## config.mk

```make
export PLATFORM = sky130hd
export DESIGN_NAME = ex6_step_scheduler_flat
export DESIGN_NICKNAME = d
export VERILOG_FILES = /design/src/rtl/ex6_step_scheduler_if.sv /design/src/rtl/ex6_step_scheduler.sv /design/src/flat_wrapper.sv
export SDC_FILE = /design/constraint.sdc
export NUM_CORES = 1
export LEC_CHECK = 0
export ABC_AREA = 1
export CAP_MARGIN = 5
export CELL_PAD_IN_SITES_DETAIL_PLACEMENT = 2
export CELL_PAD_IN_SITES_GLOBAL_PLACEMENT = 2
export CORE_MARGIN = 5
export CORE_UTILIZATION = 26
export DETAILED_ROUTE_END_ITERATION = 10
export GPL_ROUTABILITY_DRIVEN = 1
export PLACE_DENSITY_LB_ADDON = 0.1
export SYNTH_ARGS = -nofsm -noshare
export SYNTH_HDL_FRONTEND = slang
export SYNTH_SLANG_ARGS = --single-unit
```

## constraint.sdc

```tcl
create_clock -name clk -period 2 [get_ports clk]
set_input_delay 0.4 -clock clk [delete_from_list [all_inputs] [get_ports clk]]
set_output_delay 0.4 -clock clk [all_outputs]
set_load 0.05 [all_outputs]
```

## src/rtl/ex6_step_scheduler_if.sv

```systemverilog
// Requester and FSM-side signal bundle for the ex6 step scheduler.
// The scheduler uses the slave modport; the environment uses master.
interface ex6_step_scheduler_if #(
  parameter int CNT_W = 16
);
  logic             req0;
  logic             req1;
  logic             clr0;
  logic             clr1;
  logic [4:0]       vec0;
  logic [4:0]       vec1;
  logic             gnt0;
  logic             gnt1;
  logic [4:0]       x_out;
  logic             fsm_en;
  logic             fsm_rst;
  logic [7:0]       y_in;
  logic             rsp_valid;
  logic             rsp_id;
  logic [7:0]       rsp_data;
  logic             busy;
  logic [CNT_W-1:0] step_cnt;

  modport slave (
    input  req0, req1, clr0, clr1,
    input  vec0, vec1, y_in,
    output gnt0, gnt1, x_out,
    output fsm_en, fsm_rst,
    output rsp_valid, rsp_id, rsp_data,
    output busy, step_cnt
  );

  modport master (
    output req0, req1, clr0, clr1,
    output vec0, vec1, y_in,
    input  gnt0, gnt1, x_out,
    input  fsm_en, fsm_rst,
    input  rsp_valid, rsp_id, rsp_data,
    input  busy, step_cnt
  );
endinterface

```

## src/rtl/ex6_step_scheduler.sv

```systemverilog
// Round-robin sharing of one ex6 FSM between two requesters:
// single steps under a supplied input vector, or FSM resets.
module ex6_step_scheduler #(
  parameter int RST_CYCLES = 2,
  parameter int CNT_W      = 16
) (
  input logic                 clk,
  input logic                 rst,
  ex6_step_scheduler_if.slave bus
);

  localparam int RCW =
    (RST_CYCLES > 1) ? $clog2(RST_CYCLES) : 1;
  localparam logic [RCW-1:0] RST_LOAD =
    RCW'(RST_CYCLES - 1);

  typedef enum logic [1:0] {
    INIT,
    IDLE,
    STEP,
    FRST
  } state_e;

  state_e           state_q;
  logic [RCW-1:0]   rcnt_q;
  logic             last_gnt_q;
  logic             id_q;
  logic [4:0]       x_q;
  logic             en_q;
  logic             frst_q;
  logic             rv_q;
  logic             rid_q;
  logic [7:0]       rdata_q;
  logic             busy_q;
  logic [CNT_W-1:0] cnt_q;
  logic [CNT_W-1:0] cnt_d;

  logic             pick0;
  logic             pick1;
  logic             gnt0_d;
  logic             gnt1_d;
  logic             clr_sel;
  logic [4:0]       vec_sel;

  // Grant is decided from the live requests in IDLE so the
  // transaction starts on the very next cycle.
  always_comb begin
    pick1   = bus.req1 & (~bus.req0 | ~last_gnt_q);
    pick0   = bus.req0 & ~pick1;
    gnt0_d  = (state_q == IDLE) & pick0;
    gnt1_d  = (state_q == IDLE) & pick1;
    clr_sel = pick1 ? bus.clr1 : bus.clr0;
    vec_sel = pick1 ? bus.vec1 : bus.vec0;
    cnt_d   = (&cnt_q) ? cnt_q : cnt_q + 1'b1;
  end

  always_ff @(posedge clk or negedge rst) begin
    if (!rst) begin
      state_q    <= INIT;
      rcnt_q     <= RST_LOAD;
      last_gnt_q <= 1'b1;
      id_q       <= 1'b0;
      x_q        <= '0;
      en_q       <= 1'b0;
      frst_q     <= 1'b1;
      rv_q       <= 1'b0;
      rid_q      <= 1'b0;
      rdata_q    <= '0;
      busy_q     <= 1'b1;
      cnt_q      <= '0;
    end else begin
      rv_q <= 1'b0;
      unique case (state_q)
        INIT: begin
          if (rcnt_q == '0) begin
            state_q <= IDLE;
            frst_q  <= 1'b0;
            busy_q  <= 1'b0;
          end else begin
            rcnt_q <= rcnt_q - 1'b1;
          end
        end
        IDLE: begin
          if (gnt0_d | gnt1_d) begin
            id_q       <= gnt1_d;
            last_gnt_q <= gnt1_d;
            busy_q     <= 1'b1;
            if (clr_sel) begin
              x_q     <= '0;
              frst_q  <= 1'b1;
              rcnt_q  <= RST_LOAD;
              state_q <= FRST;
            end else begin
              x_q     <= vec_sel;
              en_q    <= 1'b1;
              state_q <= STEP;
            end
          end
        end
        STEP: begin
          // y_in here is the post-step output under the held vector.
          en_q    <= 1'b0;
          rdata_q <= bus.y_in;
          cnt_q   <= cnt_d;
          rv_q    <= 1'b1;
          rid_q   <= id_q;
          busy_q  <= 1'b0;
          state_q <= IDLE;
        end
        FRST: begin
          if (rcnt_q == '0) begin
            frst_q  <= 1'b0;
            rv_q    <= 1'b1;
            rid_q   <= id_q;
            rdata_q <= '0;
            busy_q  <= 1'b0;
            state_q <= IDLE;
          end else begin
            rcnt_q <= rcnt_q - 1'b1;
          end
        end
        default: begin
          state_q <= INIT;
        end
      endcase
    end
  end

  assign bus.gnt0      = gnt0_d;
  assign bus.gnt1      = gnt1_d;
  assign bus.x_out     = x_q;
  assign bus.fsm_en    = en_q;
  assign bus.fsm_rst   = frst_q;
  assign bus.rsp_valid = rv_q;
  assign bus.rsp_id    = rid_q;
  assign bus.rsp_data  = rdata_q;
  assign bus.busy      = busy_q;
  assign bus.step_cnt  = cnt_q;

endmodule

```

## src/flat_wrapper.sv

```systemverilog
// flat-port wrapper written by rule: the top's interface ports become plain ports
module ex6_step_scheduler_flat 
#(
  parameter int RST_CYCLES = 2,
  parameter int CNT_W      = 16
)
  (clk, rst, bus_req0, bus_req1, bus_clr0, bus_clr1, bus_vec0, bus_vec1, bus_y_in, bus_gnt0, bus_gnt1, bus_x_out, bus_fsm_en, bus_fsm_rst, bus_rsp_valid, bus_rsp_id, bus_rsp_data, bus_busy, bus_step_cnt);
  ex6_step_scheduler_if #(.CNT_W(CNT_W)) bus_i ();
  input logic clk;
  input logic rst;
  input wire logic [$bits(bus_i.req0)-1:0] bus_req0;
  input wire logic [$bits(bus_i.req1)-1:0] bus_req1;
  input wire logic [$bits(bus_i.clr0)-1:0] bus_clr0;
  input wire logic [$bits(bus_i.clr1)-1:0] bus_clr1;
  input wire logic [$bits(bus_i.vec0)-1:0] bus_vec0;
  input wire logic [$bits(bus_i.vec1)-1:0] bus_vec1;
  input wire logic [$bits(bus_i.y_in)-1:0] bus_y_in;
  output wire logic [$bits(bus_i.gnt0)-1:0] bus_gnt0;
  output wire logic [$bits(bus_i.gnt1)-1:0] bus_gnt1;
  output wire logic [$bits(bus_i.x_out)-1:0] bus_x_out;
  output wire logic [$bits(bus_i.fsm_en)-1:0] bus_fsm_en;
  output wire logic [$bits(bus_i.fsm_rst)-1:0] bus_fsm_rst;
  output wire logic [$bits(bus_i.rsp_valid)-1:0] bus_rsp_valid;
  output wire logic [$bits(bus_i.rsp_id)-1:0] bus_rsp_id;
  output wire logic [$bits(bus_i.rsp_data)-1:0] bus_rsp_data;
  output wire logic [$bits(bus_i.busy)-1:0] bus_busy;
  output wire logic [$bits(bus_i.step_cnt)-1:0] bus_step_cnt;
  assign bus_i.req0 = bus_req0;
  assign bus_i.req1 = bus_req1;
  assign bus_i.clr0 = bus_clr0;
  assign bus_i.clr1 = bus_clr1;
  assign bus_i.vec0 = bus_vec0;
  assign bus_i.vec1 = bus_vec1;
  assign bus_i.y_in = bus_y_in;
  assign bus_gnt0 = bus_i.gnt0;
  assign bus_gnt1 = bus_i.gnt1;
  assign bus_x_out = bus_i.x_out;
  assign bus_fsm_en = bus_i.fsm_en;
  assign bus_fsm_rst = bus_i.fsm_rst;
  assign bus_rsp_valid = bus_i.rsp_valid;
  assign bus_rsp_id = bus_i.rsp_id;
  assign bus_rsp_data = bus_i.rsp_data;
  assign bus_busy = bus_i.busy;
  assign bus_step_cnt = bus_i.step_cnt;
  ex6_step_scheduler #(.RST_CYCLES(RST_CYCLES), .CNT_W(CNT_W)) u_core (.clk(clk), .rst(rst), .bus(bus_i));
endmodule
```

# After elaboration in Yosys (flattened, before gate mapping)
# Index checks and enable logic that the tools add are counted.
# totals
word_cells	69
regBits	39
input_bits	24
out_inout_bits	36
# classes
addsub	2
n_reduce_logical	13
bitwise	10
eq_ne	8
n_mux	24
# op_table
operator	count
$add 16x1->16 const B	1
$pmux 8 s2	1
$reduce_and 16->1	1
$mux 1	11
$mux 5	2
$pmux 1 s2	5
$mux 8	1
$ne 2x2->1 const B	4
$reduce_and 2->1	4
$pmux 2 s3	1
$reduce_and 3->1	2
$reduce_bool 2->1	3
$and 1x1->1	4
$eq 2x2->1 const B	2
$mux 2	2
$not 1->1	4
$reduce_and 4->1	1
$pmux 1 s3	1
$eq 2x1->1 const B	1
$logic_not 2->1	1
$ne 2x1->1 const B	1
$or 1x1->1	2
$reduce_or 2->1	1
$sub 1x1->1 const B	1

# Logic depth before layout (Yosys ltp)
# depth
word_depth	9
ltp_mapped	10

# Worst setup path after synthesis
# No wires, ideal clock.
# synth_path
path_kind	register to output
startpoint	reg u_core.state_q[1]
endpoint	out bus_gnt0
stages_incl_launch_ff	6
setup_slack_ns	0.080
n_path_buf	1
arrival_ns	1.520
t_required_ns	1.600
cell_sequence	dfrtp_1 > inv_1 > ha_1 > buf_2 > nand2_1 > nor2_1
# synth_between
elab_chain_len	2
# synth_lines
element	line	rtl
start, declared	ex6_step_scheduler.sv:24	state_e state_q;
start signal, assigned	ex6_step_scheduler.sv:59	state_q <= INIT;
start signal, assigned	ex6_step_scheduler.sv:76	state_q <= IDLE;
start signal, assigned	ex6_step_scheduler.sv:92	state_q <= FRST;
$eq 2x1->1	ex6_step_scheduler.sv:50	gnt0_d = (state_q == IDLE) & pick0;
$and 1x1->1	ex6_step_scheduler.sv:50	
end, declared	flat_wrapper.sv:18	output wire logic [$bits(bus_i.gnt0)-1:0] bus_gnt0;
# No other way between the ends.

# Final worst setup path
# layout_path
startpoint	reg u_core.rdata_q[2] (netlist: u_core.bus.rsp_data[2])
endpoint	out bus_rsp_data[2]
# layout_rtl
element	line	rtl
start, declared	ex6_step_scheduler.sv:33	logic [7:0] rdata_q;
start signal, assigned	ex6_step_scheduler.sv:103	rdata_q <= bus.y_in;
end, declared	flat_wrapper.sv:25	output wire logic [$bits(bus_i.rsp_data)-1:0] bus_rsp_data;
# No word-level cell between the ends.

==> impl_metrics.tcl <==
set metrics [dict create \
    run_status "finished clean" \
    finalHoldViolations 0 \
    die_area_mm2 0.0103 \
    dpl.hpwl_um 5400 \
    slowest_library_cell_on_the_worst_path "clkdlybuf4s50_1" \
    max_freq_ghz 0.535 \
    rr_startpoint "u_core.bus.step_cnt[0]" \
    area.sequential_um2 981 \
    drive_above_1_share_pct 23.0 \
    power_density_mw_per_mm2 1290 \
    transition_time_at_the_pin_with_the_least_slew_margin_ns 0.633 \
    timing.final.max_slew_violations 0 \
    synth_compound_gate_area_share_pct 5.24 \
    post_route_fraction_of_the_period_consumed_by_the_critical_path_pct 93.4 \
    leakage_nw 1.55 \
    post_synth_instance_area_mm2 0.00217 \
    holdBufCountCts 0 \
    synth_simple_gate_area_share_pct 39.1 \
    synth.mux.area_fraction_pct 0 \
    start_kind "flip-flop" \
    critical_path_peak_fanout 2 \
    antenna_cells_inserted 0 \
    number_of_flops_mapped_to_enable_cells_by_yosys 0 \
    global_route_wire_length_before_repair_um 11700 \
    synth-seq-area-share_pct 45.1 \
    vias_per_cell 4.59 \
    topRoutingLayerUsed "met4" \
    rsz0062_at_grt "no" \
    tns_ns 0 \
    synthesis.area_per_instance_um2 7.49 \
    maximum_number_of_pins_on_one_net_before_global_route_repair 40 \
    clk_lat_worst_skew_ns 0.29 \
    peakVddDrop_mv 0.452 \
    crit_type "flip-flop to primary output" \
    clock-root-buffer "clkbuf_8" \
    initial_utilization_pct 26.6 \
    die_w_um 101 \
    setup-violations-final 0 \
    timing.final.crit_period_ns 1.87 \
    ff2ff_setup_slack_ns 0.37 \
    pin_count 60 \
    areaGrowthSynthToFinish_pct 42.0 \
    design_power_total_w 0.00398 \
    finalNetCount 401 \
    synth_most_common_cell "nand2_1" \
    r2r.worst_path.cells 8 \
    route.vias.total 2198 \
    dominantRegCellSynth "dfrtp_1" \
    globalRouteOverflowTotal 0 \
    met2_routed_wirelength_um 3530 \
    synth_cell_type_count 22 \
    antenna_violations_before_repair 0 \
    post_synth_main_area_contributors "dfrtp_1 (40%), nand2_1 (22%), nand3_1 (6.2%)" \
    placeableCoreArea_mm2 0.00818 \
    worstPathCellList "clkdlybuf4s50_1" \
    synth_top_family_by_area "simple AND/OR/NAND/NOR gates" \
    number_of_standard_cells_after_synthesis 290 \
    clock_path_buffers 2 \
    synth_async_sr_flop_share_pct 100 \
    timing.critical_path.max_delay_family "buffers and inverters" \
    syn_nets 318 \
    port_buffers 59 \
    crit_required_ns 1.60 \
    worst_slew_margin_rel_pct 57.7 \
    vias_in_the_first_global_route 2434 \
    detail_route.wl_per_cell_um 14.3 \
    netlist.top_cell.by_area "dfrtp_1" \
    detail_route.wirelength_um 6840 \
    synthDominantCellAreaShare_pct 40.3 \
    worstSetupEndpointType "primary output" \
    post-route-util_pct 37.7 \
    place.gp.congestion 0.714 \
    drt.antenna.violating_nets 0 \
    synth_seq_cells 39 \
    row_count 33 \
    tritoncts.num_buffers 5 \
    remaining_routing_drc_violations 0 \
    synth.yosys.warnings 0 \
    worst_setup_hold_path_clk_slew_ns 0.08 \
    fin_clk_skew_ns 0.00595 \
    cp_data_arrival_time_ns 1.47 \
    clock_tree.htree_level_count 2 \
    post_cts_resize_count 1 \
    chipHeight_um 101 \
    tritoncts "done" \
    wl_met1_um 2950 \
    detailedRoute.firstPassIterationCount 3 \
    final.fill_count 955 \
    post_synth_most_frequent_cells "nand2_1 (128), dfrtp_1 (35), nand3_1 (27)" \
    drt_iter0_markers 24 \
    r2r-end "u_core.bus.step_cnt[9]" \
    cap_violations 0 \
    met3_length_um 304 \
    critPathMaxStageDelay_ns 0.82 \
    timing.critical_path.buf_inv 1 \
    clkSinkCount 39 \
    cts_setup_buffers 0 \
    yosys.area_share.xor_xnor_pct 1.61 \
    grt_util_all_layers_pct 14.4 \
    hp-class "primary input to asynchronous set/reset pin" \
    adder_cell_share_of_the_synthesized_area_pct 2.30 \
    area_used_by_multi_input_combinational_logic_mm2 0.00106 \
]
==> sequential cells by signal, summed over array words and instances (netlist names) <==
register	flops
u_core.bus.rsp_data	8
u_core.state_q	2
u_core.bus.fsm_en	1
u_core.rcnt_q	1
u_core.bus.rsp_id	1
u_core.bus.step_cnt	16
u_core.id_q	1
u_core.bus.rsp_valid	1
u_core.bus.x_out	5
u_core.bus.fsm_rst	1
u_core.last_gnt_q	1
u_core.bus.busy	1
==> final cells by class <==
type                            count  area share [%]
Clock buffer                        7            2.47
Clock inverter                      1           0.162
Inverter                           25            3.04
Multi-Input combinational cell    220            34.3
Sequential cell                    39            31.8
Tap cell                          105            4.26
Timing Repair Buffer               82            23.9
==> power by group <==
group	internal (W)	switching (W)
combinational	0.000750	0.00151
sequential	0.00105	0.000130
clock	0.000245	0.000289
==> cell usage in the layout (no fill, tap or decap), drive strengths merged, types with 2 or more instances in the layout <==
master and instances:
nor2 22, nand2 138, a21oi 2, nand4 6, clkbuf 7, xnor2 2
nand3 27, dfstp 4, dfrtp 35, buf 43, xor2 2, or2 2
inv 25, o21ai 14, ha 4, clkdlybuf4s50 38
==> how the worst max path moves through the flow <==
stage	startpoint	end	slack [ns]	depth (start not counted)
detailed placement	u_core.bus.step_cnt[0]	u_core.bus.step_cnt[9]	0.005	8
global route	u_core.state_q[1]	bus_gnt0	0.004	5
global placement	u_core.bus.step_cnt[0]	u_core.bus.step_cnt[9]	0.04	8
floorplan	u_core.state_q[1]	bus_gnt0	0.08	5
CTS	u_core.bus.step_cnt[1]	bus_step_cnt[1]	0.01	2
finish	u_core.bus.rsp_data[2]	bus_rsp_data[2]	0.13	1
==> kinds of logic (layout without fill, tap and decap cells) <==
kind of cell | after synthesis | after routing
AND/OR/NAND/NOR | 195 | 195
buffers and inverters | 31 | 115
XOR/XNOR | 4 | 4
adder cells (fa/ha/maj) | 4 | 4
AO/OA/AOI/OAI | 17 | 17
flip-flops | 39 | 39
==> routing by layer <==
layer  up-vias  global-route usage [%]
li1       1070                       -
met1      1083                    17.3
met2        39                    25.5
met3         6                    4.13
met4         0                    3.07
met5         -                       0
==> stage by stage <==
step / setup WS, ns / hold WS [ns] / std cells / area, um^2
2_1_floorplan: 0.0799 / 0.104 / 290 / 2170
3_3_place_gp: 0.0423 / 0.454 / 471 / 2990
3_5_place_dp: 0.00548 / 0.461 / 471 / 2990
4_1_cts: 0.0124 / 0.185 / 479 / 3080
5_1_grt: 0.00432 / 0.197 / 479 / 3090
6_report: 0.133 / 0.159 / 479 / 3090
(Power assumes the default switching activity.)
